$ cat config.mk
export PLATFORM = sky130hd
export DESIGN_NAME = legv8_exec_core_flat
export DESIGN_NICKNAME = d
export VERILOG_FILES = /design/src/rtl/legv8_exec_core_if.sv /design/src/rtl/legv8_exec_core.sv /design/src/flat_wrapper.sv
export SDC_FILE = /design/constraint.sdc
export NUM_CORES = 2
export LEC_CHECK = 0
export ABC_AREA = 1
export CORE_UTILIZATION = 35
export DETAILED_ROUTE_END_ITERATION = 7
export DONT_BUFFER_PORTS = 1
export SLEW_MARGIN = 10
export SYNTH_ARGS = -nofsm -noshare
export SYNTH_HDL_FRONTEND = slang
export SYNTH_SLANG_ARGS = --single-unit
$ cat constraint.sdc
create_clock -name clock -period 8.22 [get_ports clock]
set_input_delay 1.233 -clock clock [delete_from_list [all_inputs] [get_ports clock]]
set_output_delay 1.233 -clock clock [all_outputs]
set_load 0.01 [all_outputs]
$ cat src/rtl/legv8_exec_core_if.sv
// legv8_exec_core_if: instruction/operand inputs and decode/ALU/cache outputs of the exec core.
// Latency: all outputs are combinational in the inputs and the current cache contents.
// Backpressure: none; no handshake, a new instruction may be presented every cycle.
//
// master: drives instruction, read_data1, read_data2; observes the results.
// slave : the exec core; consumes the inputs and drives every result signal.
interface legv8_exec_core_if;
  logic [31:0] instruction;
  logic [31:0] read_data1;
  logic [31:0] read_data2;

  logic        reg2loc;
  logic        uncondbranch;
  logic        branch;
  logic        mem_read;
  logic        mem_to_reg;
  logic        mem_write;
  logic        alu_src;
  logic        reg_write;
  logic [3:0]  alu_control;
  logic [4:0]  rn;
  logic [4:0]  rm;
  logic [4:0]  rd;
  logic [31:0] sign_extend;
  logic [3:0]  instr_id;
  logic [31:0] alu_result;
  logic        zero;
  logic [31:0] mem_data;
  logic [31:0] write_back_data;

  modport master (
    output instruction, read_data1, read_data2,
    input  reg2loc, uncondbranch, branch, mem_read, mem_to_reg, mem_write,
           alu_src, reg_write, alu_control, rn, rm, rd, sign_extend, instr_id,
           alu_result, zero, mem_data, write_back_data
  );

  modport slave (
    input  instruction, read_data1, read_data2,
    output reg2loc, uncondbranch, branch, mem_read, mem_to_reg, mem_write,
           alu_src, reg_write, alu_control, rn, rm, rd, sign_extend, instr_id,
           alu_result, zero, mem_data, write_back_data
  );
endinterface

$ cat src/rtl/legv8_exec_core.sv
// legv8_exec_core: single-cycle LEGv8-subset decoder/controller, ALU and word data cache.
// Latency: decode, ALU and cache read are combinational; cache writes land on the rising clock edge.
// Backpressure: none; one instruction per cycle, no stall path.
//
// Ports: clock, reset_n (async active-low; clears/preloads the cache and blocks writes),
//        bus (legv8_exec_core_if.slave): instruction + register operands in, control
//        signals, register fields, immediate, ALU result, zero flag and write-back data out.
// Option: DCACHE_PRELOAD_EN defined -> reset loads word i with i*4 instead of 0.
// DEPTH must be a power of two (>= 2) so that index wrap is a plain bit-slice.
module legv8_exec_core #(
  parameter int DEPTH = 64
) (
  input  logic               clock,
  input  logic               reset_n,
  legv8_exec_core_if.slave   bus
);

  localparam int IDXW = $clog2(DEPTH);

  localparam logic [10:0] OP_ADD  = 11'b10001011000;
  localparam logic [10:0] OP_SUB  = 11'b11001011000;
  localparam logic [10:0] OP_AND  = 11'b10001010000;
  localparam logic [10:0] OP_ORR  = 11'b10101010000;
  localparam logic [10:0] OP_LDUR = 11'b11111000010;
  localparam logic [10:0] OP_STUR = 11'b11111000000;
  localparam logic [9:0]  OP_ADDI = 10'b1001000100;
  localparam logic [9:0]  OP_SUBI = 10'b1101000100;
  localparam logic [7:0]  OP_CBZ  = 8'b10110100;
  localparam logic [5:0]  OP_B    = 6'b000101;

  localparam logic [3:0] ALU_AND  = 4'b0000;
  localparam logic [3:0] ALU_OR   = 4'b0001;
  localparam logic [3:0] ALU_ADD  = 4'b0010;
  localparam logic [3:0] ALU_SUB  = 4'b0110;
  localparam logic [3:0] ALU_PASS = 4'b0111;
  localparam logic [3:0] ALU_NOR  = 4'b1100;

  logic [31:0] ins;
  logic        reg2loc, uncondbranch, branch, mem_read, mem_to_reg, mem_write, alu_src, reg_write;
  logic [3:0]  alu_control;
  logic [31:0] imm;
  logic [3:0]  instr_id;
  logic [31:0] op_b;
  logic [31:0] alu_result;
  logic [31:0] mem_data;
  logic [IDXW-1:0] idx;
  logic [31:0] mem [DEPTH];

  assign ins = bus.instruction;

  // Decode: widest opcode field first so longer patterns win over shorter prefixes.
  always_comb begin
    reg2loc      = 1'b0;
    uncondbranch = 1'b0;
    branch       = 1'b0;
    mem_read     = 1'b0;
    mem_to_reg   = 1'b0;
    mem_write    = 1'b0;
    alu_src      = 1'b0;
    reg_write    = 1'b0;
    alu_control  = ALU_AND;
    imm          = 32'd0;
    instr_id     = 4'd0;
    if (ins[31:21] == OP_ADD) begin
      instr_id = 4'd1; reg_write = 1'b1; alu_control = ALU_ADD;
    end else if (ins[31:21] == OP_SUB) begin
      instr_id = 4'd2; reg_write = 1'b1; alu_control = ALU_SUB;
    end else if (ins[31:21] == OP_AND) begin
      instr_id = 4'd3; reg_write = 1'b1; alu_control = ALU_AND;
    end else if (ins[31:21] == OP_ORR) begin
      instr_id = 4'd4; reg_write = 1'b1; alu_control = ALU_OR;
    end else if (ins[31:21] == OP_LDUR) begin
      instr_id = 4'd5; alu_src = 1'b1; mem_read = 1'b1; mem_to_reg = 1'b1;
      reg_write = 1'b1; alu_control = ALU_ADD;
      imm = {{23{ins[20]}}, ins[20:12]};
    end else if (ins[31:21] == OP_STUR) begin
      instr_id = 4'd6; reg2loc = 1'b1; alu_src = 1'b1; mem_write = 1'b1;
      alu_control = ALU_ADD;
      imm = {{23{ins[20]}}, ins[20:12]};
    end else if (ins[31:22] == OP_ADDI) begin
      instr_id = 4'd9; reg_write = 1'b1; alu_src = 1'b1; alu_control = ALU_ADD;
      imm = {20'd0, ins[21:10]};
    end else if (ins[31:22] == OP_SUBI) begin
      instr_id = 4'd10; reg_write = 1'b1; alu_src = 1'b1; alu_control = ALU_SUB;
      imm = {20'd0, ins[21:10]};
    end else if (ins[31:24] == OP_CBZ) begin
      // CBZ tests Rt, which reg2loc routes onto read_data2; the ALU passes it through.
      instr_id = 4'd7; reg2loc = 1'b1; branch = 1'b1; alu_control = ALU_PASS;
      imm = {{13{ins[23]}}, ins[23:5]};
    end else if (ins[31:26] == OP_B) begin
      instr_id = 4'd8; uncondbranch = 1'b1; alu_control = ALU_AND;
      imm = {{6{ins[25]}}, ins[25:0]};
    end
  end

  assign op_b = alu_src ? imm : bus.read_data2;

  always_comb begin
    alu_result = 32'd0;
    case (alu_control)
      ALU_AND:  alu_result = bus.read_data1 & op_b;
      ALU_OR:   alu_result = bus.read_data1 | op_b;
      ALU_ADD:  alu_result = bus.read_data1 + op_b;
      ALU_SUB:  alu_result = bus.read_data1 - op_b;
      ALU_PASS: alu_result = op_b;
      ALU_NOR:  alu_result = ~(bus.read_data1 | op_b);
      default:  alu_result = 32'd0;
    endcase
  end

  // Byte address -> word index; upper address bits simply drop off (wrap modulo DEPTH).
  assign idx = alu_result[IDXW+1:2];

  // Reset acts on the whole array asynchronously, so a write in a reset cycle is lost.
  always_ff @(posedge clock or negedge reset_n) begin
    if (!reset_n) begin
      for (int i = 0; i < DEPTH; i++) begin
`ifdef DCACHE_PRELOAD_EN
        mem[i] <= 32'(i) << 2;
`else
        mem[i] <= 32'd0;
`endif
      end
    end else if (mem_write) begin
      mem[idx] <= bus.read_data2;
    end
  end

  // Read-during-write sees the pre-edge word since the array only changes on the edge.
  assign mem_data = mem_read ? mem[idx] : 32'd0;

  assign bus.reg2loc         = reg2loc;
  assign bus.uncondbranch    = uncondbranch;
  assign bus.branch          = branch;
  assign bus.mem_read        = mem_read;
  assign bus.mem_to_reg      = mem_to_reg;
  assign bus.mem_write       = mem_write;
  assign bus.alu_src         = alu_src;
  assign bus.reg_write       = reg_write;
  assign bus.alu_control     = alu_control;
  assign bus.rn              = ins[9:5];
  assign bus.rm              = ins[20:16];
  assign bus.rd              = ins[4:0];
  assign bus.sign_extend     = imm;
  assign bus.instr_id        = instr_id;
  assign bus.alu_result      = alu_result;
  assign bus.zero            = (alu_result == 32'd0);
  assign bus.mem_data        = mem_data;
  assign bus.write_back_data = mem_to_reg ? mem_data : alu_result;

endmodule

$ cat src/flat_wrapper.sv
// flat-port wrapper written by rule: the top's interface ports become plain ports
module legv8_exec_core_flat 
#(
  parameter int DEPTH = 64
)
  (clock, reset_n, bus_instruction, bus_read_data1, bus_read_data2, bus_reg2loc, bus_uncondbranch, bus_branch, bus_mem_read, bus_mem_to_reg, bus_mem_write, bus_alu_src, bus_reg_write, bus_alu_control, bus_rn, bus_rm, bus_rd, bus_sign_extend, bus_instr_id, bus_alu_result, bus_zero, bus_mem_data, bus_write_back_data);
  legv8_exec_core_if bus_i ();
  input  logic clock;
  input  logic reset_n;
  input wire logic [$bits(bus_i.instruction)-1:0] bus_instruction;
  input wire logic [$bits(bus_i.read_data1)-1:0] bus_read_data1;
  input wire logic [$bits(bus_i.read_data2)-1:0] bus_read_data2;
  output wire logic [$bits(bus_i.reg2loc)-1:0] bus_reg2loc;
  output wire logic [$bits(bus_i.uncondbranch)-1:0] bus_uncondbranch;
  output wire logic [$bits(bus_i.branch)-1:0] bus_branch;
  output wire logic [$bits(bus_i.mem_read)-1:0] bus_mem_read;
  output wire logic [$bits(bus_i.mem_to_reg)-1:0] bus_mem_to_reg;
  output wire logic [$bits(bus_i.mem_write)-1:0] bus_mem_write;
  output wire logic [$bits(bus_i.alu_src)-1:0] bus_alu_src;
  output wire logic [$bits(bus_i.reg_write)-1:0] bus_reg_write;
  output wire logic [$bits(bus_i.alu_control)-1:0] bus_alu_control;
  output wire logic [$bits(bus_i.rn)-1:0] bus_rn;
  output wire logic [$bits(bus_i.rm)-1:0] bus_rm;
  output wire logic [$bits(bus_i.rd)-1:0] bus_rd;
  output wire logic [$bits(bus_i.sign_extend)-1:0] bus_sign_extend;
  output wire logic [$bits(bus_i.instr_id)-1:0] bus_instr_id;
  output wire logic [$bits(bus_i.alu_result)-1:0] bus_alu_result;
  output wire logic [$bits(bus_i.zero)-1:0] bus_zero;
  output wire logic [$bits(bus_i.mem_data)-1:0] bus_mem_data;
  output wire logic [$bits(bus_i.write_back_data)-1:0] bus_write_back_data;
  assign bus_i.instruction = bus_instruction;
  assign bus_i.read_data1 = bus_read_data1;
  assign bus_i.read_data2 = bus_read_data2;
  assign bus_reg2loc = bus_i.reg2loc;
  assign bus_uncondbranch = bus_i.uncondbranch;
  assign bus_branch = bus_i.branch;
  assign bus_mem_read = bus_i.mem_read;
  assign bus_mem_to_reg = bus_i.mem_to_reg;
  assign bus_mem_write = bus_i.mem_write;
  assign bus_alu_src = bus_i.alu_src;
  assign bus_reg_write = bus_i.reg_write;
  assign bus_alu_control = bus_i.alu_control;
  assign bus_rn = bus_i.rn;
  assign bus_rm = bus_i.rm;
  assign bus_rd = bus_i.rd;
  assign bus_sign_extend = bus_i.sign_extend;
  assign bus_instr_id = bus_i.instr_id;
  assign bus_alu_result = bus_i.alu_result;
  assign bus_zero = bus_i.zero;
  assign bus_mem_data = bus_i.mem_data;
  assign bus_write_back_data = bus_i.write_back_data;
  legv8_exec_core #(.DEPTH(DEPTH)) u_core (.clock(clock), .reset_n(reset_n), .bus(bus_i));
endmodule
Word level (Yosys, flattened, before mapping)
Cells that the tools add are included.
- register bits: 2048
- input port bits: 98
- output and inout bits: 160
- word-level logic and storage cells: 179
- $add $sub $neg: 2
- magnitude comparators: 2
- eq/ne operators: 15
- mux-type cells: 89
- bitwise operators: 4
- reduce and logical (&&, ||, !) cells: 3
- operators by type and width (kind ; count):
    bitwise mux 2048 bit ; 1
    2-to-1 mux 32 bit ; 16
    binary-select mux 32 bit (select 6 bit) ; 1
    demux 32 bit (select 6 bit) ; 1
    one-hot mux 32 bit (6 select lines) ; 1
    2-to-1 mux 4 bit ; 18
    equality test 11 bit, second input constant ; 6
    2-to-1 mux 1 bit ; 50
    adder 32 bit ; 1
    bitwise AND 32 bit ; 1
    zero test 32 bit ; 1
    NOT 32 bit ; 1
    OR 32 bit ; 1
    subtractor 32 bit ; 1
    equality test 10 bit, second input constant ; 2
    equality test 4 x 3 -> 1 bit, second input constant ; 2
    equality test 8 bit, second input constant ; 1
    >= comparator 7 bit, second input constant ; 1
    < comparator 7 x 1 -> 1 bit, second input constant ; 1
    NOT 6 -> 7 bit ; 1
    equality test 6 x 3 -> 1 bit, second input constant ; 1
    equality test 4 x 1 -> 1 bit, second input constant ; 1
    equality test 4 x 2 -> 1 bit, second input constant ; 1
    equality test 4 bit, second input constant ; 1
    other kinds (3) ; 3

Depth between registers and ports, before layout
- depth in word-level cells: 21
- mapped depth: 40
- gate-level depth less buffers: 39

Worst setup path before layout
Ideal clock, no wire load.
- kind: in2out
- start point: input port bus_instruction[21]
- end point: output port bus_write_back_data[31]
- data arrival time: 5775 ps
- required time: 6987 ps
- path slack: 1212 ps
- stages on the path: 33
- path buffers: 2
- cells stage by stage: nor3_2 nand3_2 nand2_1 clkbuf_1 clkbuf_1 nand3_1 nand2_1 nand4_1 nor2_1 inv_1 nor2_1 inv_1 o21ai_0 nand2_1 xnor2_1 ha_1 nand2_1 nor2_1 inv_1 nor2_1 nand3_1 nand3_1 nand2_1 o211ai_1 nand2_1 a31oi_1 xor2_1 inv_1 nand2_1 nand2_1 o21ai_0 nand2_1 nand2_1
- elaborated cells on any way between the ends: 52
- those cells by class: 2 x add/sub; 11 x eq/ne; 34 x mux; 4 x bitwise; 1 x reduce/logical
- RTL lines (item ; line ; text):
    from (decl) ; flat_wrapper.sv:10 ; input wire logic [$bits(bus_i.instruction)-1:0] bus_instruction;
    equality test 11 bit ; legv8_exec_core.sv:76 ; end else if (ins[31:21] == OP_STUR) begin
    2-to-1 mux 1 bit ; legv8_exec_core.sv:76 ;
    2-to-1 mux 1 bit ; legv8_exec_core.sv:72 ; end else if (ins[31:21] == OP_LDUR) begin
    2-to-1 mux 1 bit ; legv8_exec_core.sv:70 ; end else if (ins[31:21] == OP_ORR) begin
    2-to-1 mux 1 bit ; legv8_exec_core.sv:68 ; end else if (ins[31:21] == OP_AND) begin
    2-to-1 mux 1 bit ; legv8_exec_core.sv:66 ; end else if (ins[31:21] == OP_SUB) begin
    2-to-1 mux 1 bit (*) ; legv8_exec_core.sv:64 ; if (ins[31:21] == OP_ADD) begin
    net bus_alu_src ; flat_wrapper.sv:19 ; output wire logic [$bits(bus_i.alu_src)-1:0] bus_alu_src;
    2-to-1 mux 32 bit (*) ; legv8_exec_core.sv:96 ; assign op_b = alu_src ? imm : bus.read_data2;
    branches (longest 2 deep; another with subtractor 32 bit) ; -- ;
    one-hot mux 32 bit (6 select lines) (*) ; legv8_exec_core.sv:100 ; case (alu_control)
    net bus_alu_result[31] ; flat_wrapper.sv:27 ; output wire logic [$bits(bus_i.alu_result)-1:0] bus_alu_result;
    2-to-1 mux 32 bit (*) ; legv8_exec_core.sv:149 ; assign bus.write_back_data = mem_to_reg ? mem_data : alu_result;
    to (decl) ; flat_wrapper.sv:30 ; output wire logic [$bits(bus_i.write_back_data)-1:0] bus_write_back_data;
Mark *: on every way through the listed nets, which the timed path passes. The select of a mux whose other input is x is not followed.

Worst setup path in the final report
- start point: input port bus_instruction[29]
- end point: output port bus_write_back_data[15]
- elaborated cells on any way between the ends: 61
- those cells by class: 2 x add/sub; 15 x eq/ne; 39 x mux; 4 x bitwise; 1 x reduce/logical
- RTL lines (item ; line ; text):
    equality test 8 bit ; legv8_exec_core.sv:86 ; end else if (ins[31:24] == OP_CBZ) begin
    2-to-1 mux 3 bit ; legv8_exec_core.sv:86 ;
    2-to-1 mux 4 bit ; legv8_exec_core.sv:83 ; end else if (ins[31:22] == OP_SUBI) begin
    2-to-1 mux 4 bit ; legv8_exec_core.sv:80 ; end else if (ins[31:22] == OP_ADDI) begin
    2-to-1 mux 4 bit ; legv8_exec_core.sv:76 ;
    2-to-1 mux 4 bit ; legv8_exec_core.sv:72 ;
    2-to-1 mux 4 bit ; legv8_exec_core.sv:70 ;
    2-to-1 mux 4 bit ; legv8_exec_core.sv:68 ;
    [... 2 more ...] ; -- ;
    net bus_alu_control[1] ; flat_wrapper.sv:21 ; output wire logic [$bits(bus_i.alu_control)-1:0] bus_alu_control;
    equality test 4 bit (tied with other cells) ; legv8_exec_core.sv:100 ;
    one-hot mux 32 bit (6 select lines) (*) ; legv8_exec_core.sv:100 ;
    NOT 6 -> 7 bit (implied by the code) ; legv8_exec_core.sv:130 ; assign mem_data = mem_read ? mem[idx] : 32'd0;
    binary-select mux 32 bit (select 6 bit) ; legv8_exec_core.sv:130 ;
    2-to-1 mux 32 bit (implied by the code) (2 in a row) ; legv8_exec_core.sv:130 ;
    2-to-1 mux 32 bit ; legv8_exec_core.sv:130 ;
    2-to-1 mux 32 bit (*) ; legv8_exec_core.sv:149 ;
Mark *: on every way through the listed nets, which the timed path passes. The rest lies on a longest branch. The select of a mux whose other input is x is not followed.

==> impl_results.md <==
* Vias in the first global route at 84234
* Starting density of the core at 35.33%
* Proportion of power drawn by the clock network at 46.5%
* Final weighted congestion in routability-driven placement at between 1 and 1.5
* Number of storage elements in the synthesis netlist at 2048
* Top register by number of flip-flops: u_core.mem
* Antenna Violating Nets Remaining at 0
* Headroom to the max-slew limit at roughly a quarter
* Core footprint at roughly 0.29 mm^2
* Number of top-level pins at about 260
* Biggest regs: u_core.mem: 2048 flops
* Mean routed wirelength per cell at 21.05 um
* Count of different cell masters after synthesis at 48
* Pwr dens at 190.3 mW/mm^2
* Area delta synth->final at 12.51%
* Sequential area share after synthesis at 50.69%
* Critical path required time at approximately 7.0 ns
* Transition time of the tightest slew-check pin at 1.129 ns
* Period utilization at roughly 97%
* Register clock-pin slew on the reported worst setup and hold paths at 0.05 ns
* Final-stage net count at 13876
* Data arrival time of the worst path at 6.71 ns
* Switching power as a share of total power at 25.08%
* Chip width at 539.5 um
* Number of warnings printed during yosys synthesis at 0
* Clock latency on the worst-skew pair at 0.91 ns
* Highest net fanout along the worst path at 42
* Number of antenna violations at the first check in global routing at 12
* Die Footprint at 0.2910 mm^2
* Maximum clock skew at final layout at 0 ns
* Overall via count from detail_route at ~92000
* Total iterations of the first detailed-routing run at 7
* Residual DRC count at 0
* Total wirelength of the detailed-routed design at 372.0 mm
* Share of total power in sequential cells at 46.6%
* Fraction of power consumed by combinational cells at 6.9%
* Number of flip-flops under the largest register name at between 2000 and 2500
* Number of failing hold endpoints at the final stage at 0
* Peak supply drop at 0.0001630 V
* First-iteration detailed-routing DRC count at 11085
* Total congestion overflow after global routing at 0
* Max-Cap Viols at 0
* Total power consumption of the routed design at 21.65 mW
* Gate count of the mapped netlist at 14153
* Delay of the slowest cell on the worst path at 0.39 ns
* Final Max Slew Viols at 0
* CTS Buffer Depth at 4
* Cell Count, Final, Fillers Out at 17677
* Clock tree root buffer cell: clkbuf_16
* Number of port buffers at 0
* Commonest non-fill, non-tap cell in the layout: nand2_1
* Setup CP Type: primary input to output port
* Synthesized area per cell at 7.143 um^2
* Clock period minus worst slack at 7.940 ns
* Total GRT Usage at 25.18%
* Detailed Place HPWL at 230.2 mm
* Most common flop cell mapped by yosys: dfrtp_1
* FMAX at 125.9 MHz
* Slowest cell on the critical path: o21ai_0
* Net switching power of the design at 5.431 mW
* Sink Count at roughly 2000
* Final-layout worst hold slack at 0.07767 ns
* LEAKAGE at 58.25 nW
* Async set-or-reset flop fraction in the synthesized netlist at 100.0%
* Maximum number of pins on one net before global-route repair at 255
* Unrepaired setup endpoints after global routing: no
* Synthesized Nets at approximately 14000
* Internal at 16.22 mW
* Post-Syn Area at 0.1011 mm^2
* Most frequent cell on the critical path: nand2_1
* Result of the run: finished clean
* Type of the worst min-delay path: primary input to asynchronous set/reset pin
* Placed Cells at 17251
* Cts bufs inserted at 221
* Die outline height at approximately 540 um
* Setup TNS at 0 ns
* Rows at 196
* TritonCTS clock tree: done
* Highest-count cells in the layout ignoring fill and taps: nand2_1, dfrtp_1, o21ai_0
* Setup violation total in the final timing report at 0
* Vias per cell at between 5 and 6
* Critical path launch point type: primary input
* First-pass GRT wire length at 560.3 mm
* Share of final-layout standard cells stronger than drive strength 1 at under 10%
* Number of synthesized flops with an enable pin at 0
* Critical path capture point type: output port
* Clock H-tree levels at 4
-- cell usage after synthesis (5+ instances only) --
library cell / number / area share [%]
nor3_2: 9 / 0.089
nor2_1: 165 / 0.61
o21a_1: 7 / 0.052
buf_2: 91 / 0.45
clkbuf_1: 937 / 3.5
xnor2_1: 10 / 0.087
o21ai_0: 1749 / 8.7
or2_2: 15 / 0.093
and2_1: 5 / 0.031
nand2_4: 16 / 0.18
inv_1: 155 / 0.58
dfrtp_1: 2048 / 51
o21ai_1: 429 / 2.1
buf_1: 41 / 0.15
nand3_1: 221 / 1.1
buf_4: 24 / 0.18
o22ai_1: 6 / 0.037
xor2_1: 21 / 0.18
nor3_1: 17 / 0.084
o211ai_1: 6 / 0.045
nand4_1: 16 / 0.099
ha_1: 36 / 0.45
clkinv_1: 8 / 0.030
nand2_1: 7911 / 29
inv_2: 18 / 0.067
a21oi_1: 151 / 0.75
-- through the flow --
step	utilization [%]	setup WS [ns]	cell area [um^2]
final	39.74	0.2802	113700
after floorplan	-	1.212	101100
after detailed placement	37.07	0.2784	106100
after CTS	39.59	0.2272	113300
after global placement	37.07	0.2598	106100
after global routing	39.74	0.03386	113700
-- final cells by class --
type                    instances  area, um^2
diodes                         10       25.02
clock buffers                 331        6528
clock inverters                56       660.6
fillers                     29912      172400
inverters                     181       704.4
multi-input cells           10833       45270
flip-flops and latches       2048       51250
well taps                    3762        4707
repair buffers                456        4598
-- worst max-delay path: cells and delay by family --
kind                     cells  cell delay [ns]
AO/OA/AOI/OAI                4             0.99
adder cells (fa/ha/maj)      1             0.28
buffers and inverters        7             1.07
AND/OR/NAND/NOR             18             3.00
-- final timing paths --
path                                              start                      endpoint  slack [ns]  depth (start not counted)
min in group clock          u_core.mem[561]$_DFFE_PN0P_   u_core.mem[561]$_DFFE_PN0P_        0.48                          2
setup reg to reg           u_core.mem[1886]$_DFFE_PN0P_  u_core.mem[1886]$_DFFE_PN0P_        7.47                          2
setup / recovery                    bus_instruction[29]       bus_write_back_data[15]        0.28                         30
hold reg to reg             u_core.mem[561]$_DFFE_PN0P_   u_core.mem[561]$_DFFE_PN0P_        0.48                          2
hold / removal                                  reset_n   u_core.mem[126]$_DFFE_PN0P_        0.08                          0
max in group asynchronous                       reset_n  u_core.mem[1532]$_DFFE_PN0P_        3.98                          7
-- repair_timing --
item	CTS	global route
endpoints found under the hold margin	5	0
buffers inserted	0	19
hold buffers	3	0
endpoints found under the setup margin	0	64
resized for setup	0	35
-- power by group through the flow --
stage               combinational [mW]  clock [mW]  sequential (mW)
floorplan                        0.626           0             10.3
global placement                  1.45           0             10.3
detailed placement                1.45           0             10.3
CTS                               1.46        10.2             10.1
global route                      1.58        10.6             10.1
finish                            1.49        10.1             10.1
-- layer usage --
layer	share of wire [%]	global-route usage, %
met5	0.0051	0
met4	4.9	10.88
met3	8.8	5.412
met2	43	38.21
met1	43	34.51
-- cell families (layout without fill, tap and decap cells) --
| family | count (synthesis) | count (layout) | synth area share (%) |
|---|---|---|---|
| compound gates | 2365 | 2365 | 11.79 |
| fa+ha+maj | 37 | 37 | 0.4653 |
| simple gates | 8397 | 8399 | 31.85 |
| other cells | 1 | 11 | 0.003709 |
| xor+xnor | 31 | 31 | 0.2686 |
| flops | 2048 | 2048 | 50.69 |
| buf+inv | 1274 | 1024 | 4.932 |
Note: power is estimated with default switching activity, not from simulation.
